`src/rtl/ita_output_controller.sv`:
```
// rtl/ita_output_controller.sv - drains requantizer FIFO words into a registered valid/ready output stream per tile
module ita_output_controller #(
    parameter int unsigned DW    = 128,
    parameter int unsigned CNT_W = 16
) (
    input  logic             clk_i,
    input  logic             rst_ni,
    input  logic             start_i,
    input  logic [CNT_W-1:0] tile_len_i,
    input  logic             fifo_empty_i,
    input  logic [DW-1:0]    fifo_data_i,
    output logic             pop_from_fifo_o,
    output logic [DW-1:0]    oup_data_o,
    output logic             oup_valid_o,
    input  logic             oup_ready_i,
    output logic             busy_o,
    output logic [CNT_W-1:0] word_idx_o,
    output logic             tile_done_o
);

    typedef enum logic [1:0] {
        IDLE,
        RUN,
        DRAIN
    } state_e;

    state_e           state_q, state_d;
    logic [CNT_W-1:0] len_q, pop_cnt_q, acc_cnt_q;
    logic [DW-1:0]    data_q;
    logic             valid_q;
    logic             done_q, done_d;
    logic             acc, slot_free, pop, start_ok;

    assign acc       = valid_q & oup_ready_i;
    assign slot_free = ~valid_q | oup_ready_i;
    assign start_ok  = (state_q == IDLE) & start_i;

    always_comb begin
        state_d = state_q;
        pop     = 1'b0;
        done_d  = 1'b0;
        case (state_q)
            IDLE: begin
                if (start_i) begin
                    if (tile_len_i == '0) begin
                        done_d = 1'b1;
                    end else begin
                        state_d = RUN;
                    end
                end
            end
            RUN: begin
                pop = ~fifo_empty_i & slot_free & (pop_cnt_q < len_q);
                if (pop && (pop_cnt_q + CNT_W'(1) == len_q)) begin
                    state_d = DRAIN;
                end
            end
            DRAIN: begin
                // The last accept always lands here: in RUN fewer than len_q words have been popped.
                if (acc && (acc_cnt_q + CNT_W'(1) == len_q)) begin
                    state_d = IDLE;
                    done_d  = 1'b1;
                end
            end
            default: state_d = IDLE;
        endcase
    end

    always_ff @(posedge clk_i or negedge rst_ni) begin
        if (!rst_ni) begin
            state_q <= IDLE;
        end else begin
            state_q <= state_d;
        end
    end

    always_ff @(posedge clk_i or negedge rst_ni) begin
        if (!rst_ni) begin
            len_q     <= '0;
            pop_cnt_q <= '0;
            acc_cnt_q <= '0;
            data_q    <= '0;
            valid_q   <= 1'b0;
            done_q    <= 1'b0;
        end else begin
            done_q <= done_d;
            if (start_ok) begin
                len_q     <= tile_len_i;
                pop_cnt_q <= '0;
                acc_cnt_q <= '0;
            end else begin
                if (pop) pop_cnt_q <= pop_cnt_q + CNT_W'(1);
                if (acc) acc_cnt_q <= acc_cnt_q + CNT_W'(1);
            end
            // A pop refills the slot in the same cycle it is accepted, so there is no bubble.
            if (pop) begin
                data_q  <= fifo_data_i;
                valid_q <= 1'b1;
            end else if (acc) begin
                valid_q <= 1'b0;
            end
        end
    end

    assign pop_from_fifo_o = pop;
    assign oup_data_o      = data_q;
    assign oup_valid_o     = valid_q;
    assign busy_o          = (state_q != IDLE);
    assign word_idx_o      = acc_cnt_q;
    assign tile_done_o     = done_q;

endmodule

```
`config.mk`:
```
export PLATFORM = sky130hd
export DESIGN_NAME = ita_output_controller
export DESIGN_NICKNAME = d
export VERILOG_FILES = /design/src/rtl/ita_output_controller.sv
export SDC_FILE = /design/constraint.sdc
export NUM_CORES = 1
export LEC_CHECK = 0
export CELL_PAD_IN_SITES_DETAIL_PLACEMENT = 1
export CELL_PAD_IN_SITES_GLOBAL_PLACEMENT = 2
export CORE_ASPECT_RATIO = 1.4
export CORE_MARGIN = 2
export CORE_UTILIZATION = 28
export CTS_BUF_LIST = sky130_fd_sc_hd__clkbuf_16
export DETAILED_ROUTE_END_ITERATION = 12
export GPL_TIMING_DRIVEN = 0
export PLACE_DENSITY = 0.79
export SYNTH_ARGS = -nofsm -noshare
export SYNTH_HDL_FRONTEND = slang
export SYNTH_SLANG_ARGS = --single-unit
export TNS_END_PERCENT = 1
```
`constraint.sdc`:
```
create_clock -name clk_i -period 3.92 [get_ports clk_i]
set_input_delay 0.784 -clock clk_i [delete_from_list [all_inputs] [get_ports clk_i]]
set_output_delay 0.784 -clock clk_i [all_outputs]
set_load 0.005 [all_outputs]
```
## Word level (Yosys, flattened, before mapping)

Index checks and enable logic that the tools add are counted.

| storage, ports and cells | value |
|---|---|
| register bits after elaboration | 180 |
| latch bits | 0 |
| memory bits (writable) | 0 |
| memory bits (read-only) | 0 |
| input port bits | 149 |
| output and inout port bits | 148 |
| word-level logic and storage cells | 50 |
| memories | 0 |

| cells by class | value |
|---|---|
| $add $sub $neg | 2 |
| $mul | 0 |
| divide/modulo/power cells | 0 |
| $lt $le $gt $ge | 1 |
| eq/ne operators | 8 |
| shift operators | 0 |
| mux-type cells | 16 |
| bitwise operators | 7 |
| reductions and logical operators | 9 |

Operator list:

| operator | count |
|---|---|
| 16-bit two-way mux | 4 |
| 16-bit by 1-bit adder with 16-bit output, second input constant | 2 |
| 16-bit equality test | 2 |
| 16-bit logical NOT | 1 |
| 16-bit < comparator | 1 |
| 2-bit two-way mux | 4 |
| 2-bit != test, second input constant | 4 |
| 2-bit nonzero test | 4 |
| 1-bit two-way mux | 6 |
| 2-bit case mux with 3 select lines | 1 |
| 1-bit bitwise AND | 4 |
| 4-bit AND reduction | 1 |
| 2-bit by 1-bit equality test with 1-bit output, second input constant | 1 |
| 2-bit equality test, second input constant | 1 |
| 1-bit logical AND | 2 |
| 2-bit logical NOT | 1 |
| 1-bit NOT | 2 |
| 1-bit case mux with 2 select lines | 1 |
| 1-bit OR | 1 |

## Longest topological paths before layout

Gate-level depths: netlist of run 1.

| logic depth | value |
|---|---|
| word-level depth | 7 |
| gate-level depth with buffers | 11 |
| mapped depth without buffers | 9 |

## Worst setup path before layout of run 1

Ideal clock, no wire load.

| timing | value |
|---|---|
| path kind | reg-to-output |
| start point | reg pop_cnt_q[13] |
| end point | out pop_from_fifo_o |
| arrival | 2204 ps |
| setup slack | 932 ps |
| stages on the path, launching flop included | 8 |
| buffers on the path | 1 |
| cell sequence | dfrtp_1 -> ha_1 -> a21o_1 -> a21o_1 -> a2111oi_0 -> o211ai_1 -> clkbuf_1 -> inv_1 |

| between the ends | value |
|---|---|
| longest elaborated chain between the ends | 3 |

Ends and longest elaborated chain:

| item | RTL line | source |
|---|---|---|
| from (decl) | 28 | `logic [CNT_W-1:0] len_q, pop_cnt_q, acc_cnt_q;` |
| from (signal assigned) | 92 | `if (pop) pop_cnt_q <= pop_cnt_q + CNT_W'(1);` |
| 16-bit < comparator | 53 | `pop = ~fifo_empty_i & slot_free & (pop_cnt_q < len_q);` |
| 1-bit bitwise AND | 53 |  |
| 1-bit two-way mux | 42 | `case (state_q)` |
| to (decl) | 12 | `output logic pop_from_fifo_o,` |

Every way passes these cells.

## Final worst setup path of run 1

Same ends and word-level chain as after synthesis.

==> results_dict.tcl, run 1 <==
set metrics [dict create \
    clk_latency_ns 0.45 \
    layout_min_cycle_time_ns 3.594 \
    cts-htree-levels 4 \
    synth_flop_cell "dfrtp_1" \
    ctsHoldBuffers 0 \
    drive_gt1_share_pct 18.82 \
    synth-edff-count 0 \
    critical-path-top-delay-family "compound AO/OA/AOI/OAI gates" \
    via_per_inst 4.774 \
    syn_nets 867 \
    design_area_um2 12470 \
    fp.dieW_um 150.2 \
    syn_inst 700 \
    swShare_pct 32.34 \
    cts_buffer_depth 2 \
    clkTransAtPathRegs_ns 0.08 \
    first_global_vias 7511 \
    grt_start_max_net_pins 111 \
    gp_congestion 0.8448 \
    yosys_warnings 0 \
    syn_to_final_growth_pct 48.93 \
    coreArea_um2 29350 \
    post_drt_wl_per_cell_um 20.11 \
    antenna_cells 0 \
    reg2regPathDepth 10 \
    cts_sinks 180 \
    nNetsFinal 1185 \
    cts_root_buffer "clkbuf_16" \
    worstPathArrival_ns 2.81 \
    routed_wirelength_um 28380 \
    p_int_w 0.005225 \
    critPathMaxFanout 10 \
    end_kind "output port" \
    skew_ns 0.01194 \
    hpwl_um 22440 \
    timing.rr.start "len_q[2]" \
    path_buf_inv 3 \
    crit_type "flip-flop to output port" \
    io_buffers 296 \
    cp.required_ns 3.14 \
    die-area_um2 31330 \
    grt_overflow 0 \
    die_h_um 208.6 \
    synth_cell_type_count 56 \
    p_comb_share_pct 39.9 \
    start_util_pct 28.53 \
    vdd_drop_max_uv 346.5 \
    cts_tree "done" \
    fin_tns_setup_ns 0 \
    power.switching_w 0.002497 \
    finalSetupViolCount 0 \
    drv_cap 0 \
    drtIter0Drc 140 \
    slowest_stage "dfrtp_2" \
    cts_buffers 17 \
    outcome "completed" \
    via_count 6736 \
    tightest_slew_ns 0.7351 \
    ys_async_sr_fraction_pct 100.0 \
    power_density_nw_per_um2 619.2 \
    placed_area_um2 11850 \
    p_clk_share_pct 22.6 \
    cp-start-kind "flip-flop" \
    path_cells "ha_1, a21o_1, a21o_1, a2111oi_4, o211ai_1, clkbuf_8, inv_2, dlygate4sd2_1" \
    fillers 3156 \
    dr.pass1.iters 4 \
    fp-row-count 74 \
    max_slew_margin_pct 50.99 \
    antenna_found_initial 0 \
    yosysSeqAreaShare_pct 53.79 \
    leakage_nw 5.071 \
    whs_ns 0.2834 \
    grtUsageTotal_pct 18.58 \
    cpMostUsedCell "a21o_1" \
    syn_area_per_cell_um2 11.96 \
    max_freq_mhz 278.2 \
    ios 297 \
    seq_power_share_pct 37.5 \
    worstHoldPathType "input port to asynchronous set/reset pin" \
    synth.cell_area_um2 8374 \
    drc_errors 0 \
    hold_viol_final 0 \
    ys_seq_elements 180 \
    r2r_slack_ns 0.63 \
    drv_slew 0 \
    ant_nets 0 \
    grt_pass1_wl_um 43360 \
    min_period_over_period_pct 91.69 \
    r2r_end "oup_data_o[92]" \
    seq_area_um2 4506 \
    cp_slowest_stage_delay_ns 0.46 \
    multi_input_area_um2 3633 \
    rsz0062_at_grt "false" \
]
## cells in the mapped netlist (5+ instances only)
| cell | number | area share, % |
|---|---|---|
| a21o_1 | 5 | 0.45 |
| a21oi_1 | 14 | 0.84 |
| buf_2 | 14 | 0.84 |
| clkbuf_1 | 18 | 0.81 |
| dfrtp_1 | 180 | 54 |
| ha_1 | 18 | 2.7 |
| inv_1 | 26 | 1.2 |
| mux2_2 | 129 | 17 |
| nand2_1 | 47 | 2.1 |
| nand3_1 | 21 | 1.3 |
| nand4_1 | 18 | 1.3 |
| nor2_1 | 27 | 1.2 |
| nor3_1 | 8 | 0.48 |
| nor4_1 | 10 | 0.75 |
| o211ai_1 | 6 | 0.54 |
| o21ai_0 | 32 | 1.9 |
| or3_1 | 10 | 0.75 |
| or4_1 | 6 | 0.54 |
| xnor2_1 | 35 | 3.7 |
| xor2_1 | 20 | 2.1 |
## cells by family after synthesis
| kind of cell | after synthesis | synth area share, % |
|---|---|---|
| fa+ha+maj | 18 | 2.689 |
| simple gates | 172 | 10.80 |
| xor+xnor | 55 | 5.752 |
| compound gates | 83 | 6.455 |
| buf+inv | 62 | 3.048 |
| flops | 180 | 53.79 |
| mux | 130 | 17.47 |
## cell usage in the layout, fill, tap and decap left out, types with 2 or more instances in the layout
cell             instances
nand3_1                 21
buf_2                   14
and2_1                   3
inv_1                   25
ha_1                    18
inv_6                    3
mux2_2                 129
dfrtp_1                179
nand2b_1                 3
a21oi_1                 14
a221o_1                  3
xor2_1                  20
or2_2                    3
a211o_1                  4
clkbuf_16               17
or3_1                   10
nand2_1                 47
buf_4                    4
a211oi_1                 3
nor4_1                  10
inv_8                    2
clkinv_1                 4
nor2_1                  27
clkbuf_1                16
and3_1                   2
bufinv_16                2
xnor2_1                 35
clkdlybuf4s50_1        294
nor2b_1                  3
or4_1                    6
buf_1                    2
o211ai_1                 6
a21o_1                   5
nor3_1                   8
clkinv_4                 2
o21ai_0                 32
nor3b_1                  4
nand4_1                 18
## flip-flops by register name, indices dropped and copies added, names as in the netlist
| signal | flops |
|---|---|
| tile_done_o | 1 |
| oup_valid_o | 1 |
| word_idx_o | 16 |
| pop_cnt_q | 16 |
| state_q | 2 |
| oup_data_o | 128 |
| len_q | 16 |
## worst reg2reg max path: cells and delay by family (launching register included)
| family | cells | cell delay, ns |
|---|---|---|
| AO/OA/AOI/OAI | 3 | 0.64 |
| adder cells (fa/ha/maj) | 1 | 0.30 |
| buffers and inverters | 4 | 1.21 |
| flip-flops | 1 | 0.50 |
| multiplexers | 1 | 0.39 |
| AND/OR/NAND/NOR | 1 | 0.12 |
## through the flow
stage / total power, W / util [%] / cells / worst slack (ns)
CTS: 0.007870 / 42.49 / 1411 / 0.2244
floorplan: 0.004227 / - / 700 / 0.9320
global placement: 0.005959 / 40.25 / 1376 / -6.126
detailed placement: 0.006033 / 40.36 / 1377 / -0.8945
global route: 0.008207 / 42.49 / 1411 / 0.1609
finish: 0.007722 / 42.49 / 1411 / 0.3259
## worst max path at each step
| stage | slack, ns | start | depth (start not counted) | endpoint |
|---|---|---|---|---|
| finish | 0.33 | pop_cnt_q[13] | 8 | pop_from_fifo_o |
| global route | 0.16 | len_q[2] | 9 | pop_from_fifo_o |
| CTS | 0.22 | pop_cnt_q[13] | 8 | pop_from_fifo_o |
| detailed placement | -0.89 | oup_ready_i | 7 | pop_from_fifo_o |
| global placement | -6.13 | rst_ni | 1 | oup_data_o[57] |
| floorplan | 0.93 | pop_cnt_q[13] | 7 | pop_from_fifo_o |
## layout make-up
type / instances / share of cell area (%)
Sequential cell: 180 / 36.13
Multi-Input combinational cell: 458 / 29.13
Clock inverter: 15 / 1.234
Inverter: 26 / 0.7825
Tap cell: 380 / 3.812
Timing Repair Buffer: 300 / 24.19
Buffer: 35 / 1.314
Clock buffer: 17 / 3.411
## power by group through the flow
stage                     logic [W]  clock network (W)  registers [W]
after floorplan             0.00135                  0        0.00287
after detailed placement    0.00311                  0        0.00293
after global placement      0.00307                  0        0.00289
after global routing        0.00335            0.00188        0.00298
after CTS                   0.00315            0.00182        0.00291
final                       0.00308            0.00175        0.00290
## metal layers
| metal | vias to the layer above | part of all wire, % | global-route usage [%] |
|---|---|---|---|
| li1 | 3099 | - | - |
| met1 | 3365 | 35 | 18.47 |
| met2 | 238 | 53 | 34.14 |
| met3 | 34 | 9.7 | 8.079 |
| met4 | 0 | 2.1 | 6.083 |
| met5 | - | 0 | 0 |
## timing repair
item | CTS | global route
setup endpoints to repair | 1 | 0
resized for setup | 9 | 0
setup buffers | 3 | 0
No activity file was read; power rests on OpenSTA's default activity.
==> run 2, diff against run 1 <==
--- a/config.mk
+++ b/config.mk
@@ -13,7 +13,7 @@
 export CTS_BUF_LIST = sky130_fd_sc_hd__clkbuf_16
 export DETAILED_ROUTE_END_ITERATION = 12
 export GPL_TIMING_DRIVEN = 0
-export PLACE_DENSITY = 0.79
+export PLACE_DENSITY_LB_ADDON = 0.1
 export SYNTH_ARGS = -nofsm -noshare
 export SYNTH_HDL_FRONTEND = slang
 export SYNTH_SLANG_ARGS = --single-unit
==> run 2 against run 1 <==
  * Design area rose by 0.22%
  * Largest power group unchanged
  * Clock skew rose by 0.0021 ns
  * Critical path depth rose by 1
  * Via count fell by 1.5%
  * First-iteration DRC count rose by 59%
  * Global-route usage fell by 0.77 points
  * Final cell count barely moved
  * Largest cell class unchanged
  * Sequential cell count did not move
  * Sequential share of layout area fell by 0.069 points
  * Count of clock-buffer cells in the layout did not move
  * Die area did not move
  * Register-to-register slack improved by 0.04 ns
==> results_dict.tcl, run 2 (synthesis gave the netlist of run 1 again) <==
set metrics [dict create \
    routed_wirelength_um 27120 \
    cts_tree "done" \
    ctsHoldBuffers 0 \
    path_depth 9 \
    layout_min_cycle_time_ns 3.769 \
    critical-path-top-delay-family "compound AO/OA/AOI/OAI gates" \
    final_cells 1412 \
    finalSetupViolCount 0 \
    grt_overflow 0 \
    cts_sinks 180 \
    antenna_cells 0 \
    leakage_nw 5.082 \
    p_int_w 0.005189 \
    grt_pass1_wl_um 42010 \
    r2r_slack_ns 0.67 \
    end_kind "output port" \
    grt_start_max_net_pins 92 \
    dp.cells 1377 \
    skew_ns 0.01405 \
    fp-row-count 74 \
    drtIter0Drc 223 \
    cpMostUsedCell "a21o_1" \
    dr.pass1.iters 4 \
    hpwl_um 20900 \
    via_count 6635 \
    power.switching_w 0.002481 \
    timing.rr.start "pop_cnt_q[11]" \
    max_slew_margin_pct 49.92 \
    post_drt_wl_per_cell_um 19.20 \
    final_common_cell "clkdlybuf4s50_1" \
    path_buf_inv 4 \
    cts_root_buffer "clkbuf_16" \
    largest_reg_flops 128 \
    grtUsageTotal_pct 17.80 \
    start_util_pct 28.53 \
    vdd_drop_max_uv 307.7 \
    drc_errors 0 \
    cp-start-kind "flip-flop" \
    cp_slowest_stage_delay_ns 0.53 \
    cts_buffer_depth 2 \
    die-area_um2 31330 \
    drv_cap 0 \
    slowest_stage "clkdlybuf4s50_1" \
    critPathMaxFanout 11 \
    outcome "completed" \
    io_buffers 296 \
    layout_common_cells "295 x clkdlybuf4s50_1, 178 x dfrtp_1, 129 x mux2_2" \
    clk_latency_ns 0.45 \
    antenna_found_initial 0 \
    r2r_end "oup_data_o[84]" \
    path_cells "inv_1, ha_1, a21o_1, a21o_1, a2111oi_4, o211ai_1, buf_6, inv_4, clkdlybuf4s50_1" \
    dp_slack_ns -1.202 \
    tightest_slew_ns 0.7512 \
    drv_slew 0 \
    cp.required_ns 3.14 \
    power_w 0.007670 \
    ant_nets 0 \
    syn_to_final_growth_pct 49.26 \
    cp-startpoint "len_q[13]" \
    nNetsFinal 1186 \
    min_period_over_period_pct 96.16 \
    critPathCapture "pop_from_fifo_o" \
    seq_power_share_pct 37.4 \
    fin_ws_ns 0.1506 \
    p_comb_share_pct 39.7 \
    ios 297 \
    max_freq_mhz 265.3 \
    fin_tns_setup_ns 0 \
    p_clk_share_pct 22.9 \
    drive_gt1_share_pct 19.38 \
    cts_buffers 17 \
    gp_congestion 0.7663 \
    fp.dieW_um 150.2 \
    clkTransAtPathRegs_ns 0.08 \
    via_per_inst 4.699 \
    first_global_vias 7372 \
    die_h_um 208.6 \
    whs_ns 0.3554 \
    fillers 3172 \
    crit_type "flip-flop to output port" \
    coreArea_um2 29350 \
    cts-htree-levels 4 \
    hold_viol_final 0 \
    worstPathArrival_ns 2.99 \
    swShare_pct 32.34 \
    rsz0062_at_grt "false" \
    worstHoldPathType "input port to asynchronous set/reset pin" \
    reg2regPathDepth 10 \
    power_density_nw_per_um2 613.6 \
]
[run 2: cell count changes in the layout (fill, tap and decap cells not counted), sizes merged]
cell | before | now
buf | 22 | 24
bufinv | 2 | 1
clkbuf | 35 | 34
clkdlybuf4s50 | 294 | 295
clkinvlp | 1 | 0
dlygate4sd2 | 1 | 0
inv | 31 | 33
[run 2: power groups by stage]
stage                     registers [W]  logic (W)  clock network [W]
after CTS                       0.00288    0.00312            0.00183
after detailed placement        0.00290    0.00308                  0
after global placement          0.00287    0.00306                  0
final                           0.00287    0.00304            0.00176
after global routing            0.00296    0.00335            0.00189
after floorplan                 0.00287    0.00135                  0
[run 2: worst reg2reg max path, delay by kind of cell, from the launching register on]
kind / cells / cell delay (ns)
AO/OA/AOI/OAI: 2 / 0.50
adder cells (fa/ha/maj): 1 / 0.37
buffers and inverters: 4 / 1.14
flip-flops: 1 / 0.49
multiplexers: 1 / 0.37
AND/OR/NAND/NOR: 2 / 0.28
[run 2: per-stage QoR]
stage	util (%)	area (um^2)
floorplan	-	8374
global placement	40.25	11810
detailed placement	40.36	11850
CTS	42.51	12480
global route	42.59	12500
finish	42.59	12500
[run 2: routing by layer]
metal	global-route usage, %	vias to the layer above	part of all wire, %
li1	-	3098	-
met1	18.00	3311	36
met2	32.31	192	54
met3	7.314	34	8.1
met4	6.604	0	2.5
met5	0	-	0
[run 2: cell type report]
class	count	area, um^2	area share, %
tap	380	475.5	3.804
clock buffer	17	425.4	3.403
inverter	26	100.1	0.8008
buffer	34	150.1	1.201
clock inverter	15	166.4	1.331
timing repair buffer	302	3037	24.29
sequential	180	4507	36.06
multi-input combinational	458	3638	29.11
[run 2: worst min path at each step]
stage	startpoint	endpoint	slack [ns]	depth (start not counted)
finish	rst_ni	oup_data_o[5]	0.36	1
floorplan	rst_ni	len_q[0]	0.49	0
detailed placement	oup_data_o[10]	oup_data_o[10]	0.49	1
global placement	oup_data_o[46]	oup_data_o[46]	0.49	1
global route	rst_ni	oup_data_o[5]	0.39	1
CTS	rst_ni	oup_data_o[5]	0.38	1
[run 2: repair_timing]
item / in CTS / in global routing
pin swaps: 2 / 1
resized for setup: 4 / 5
cloned: 0 / 0
buffers inserted: 4 / 1
endpoints found under the setup margin: 130 / 1
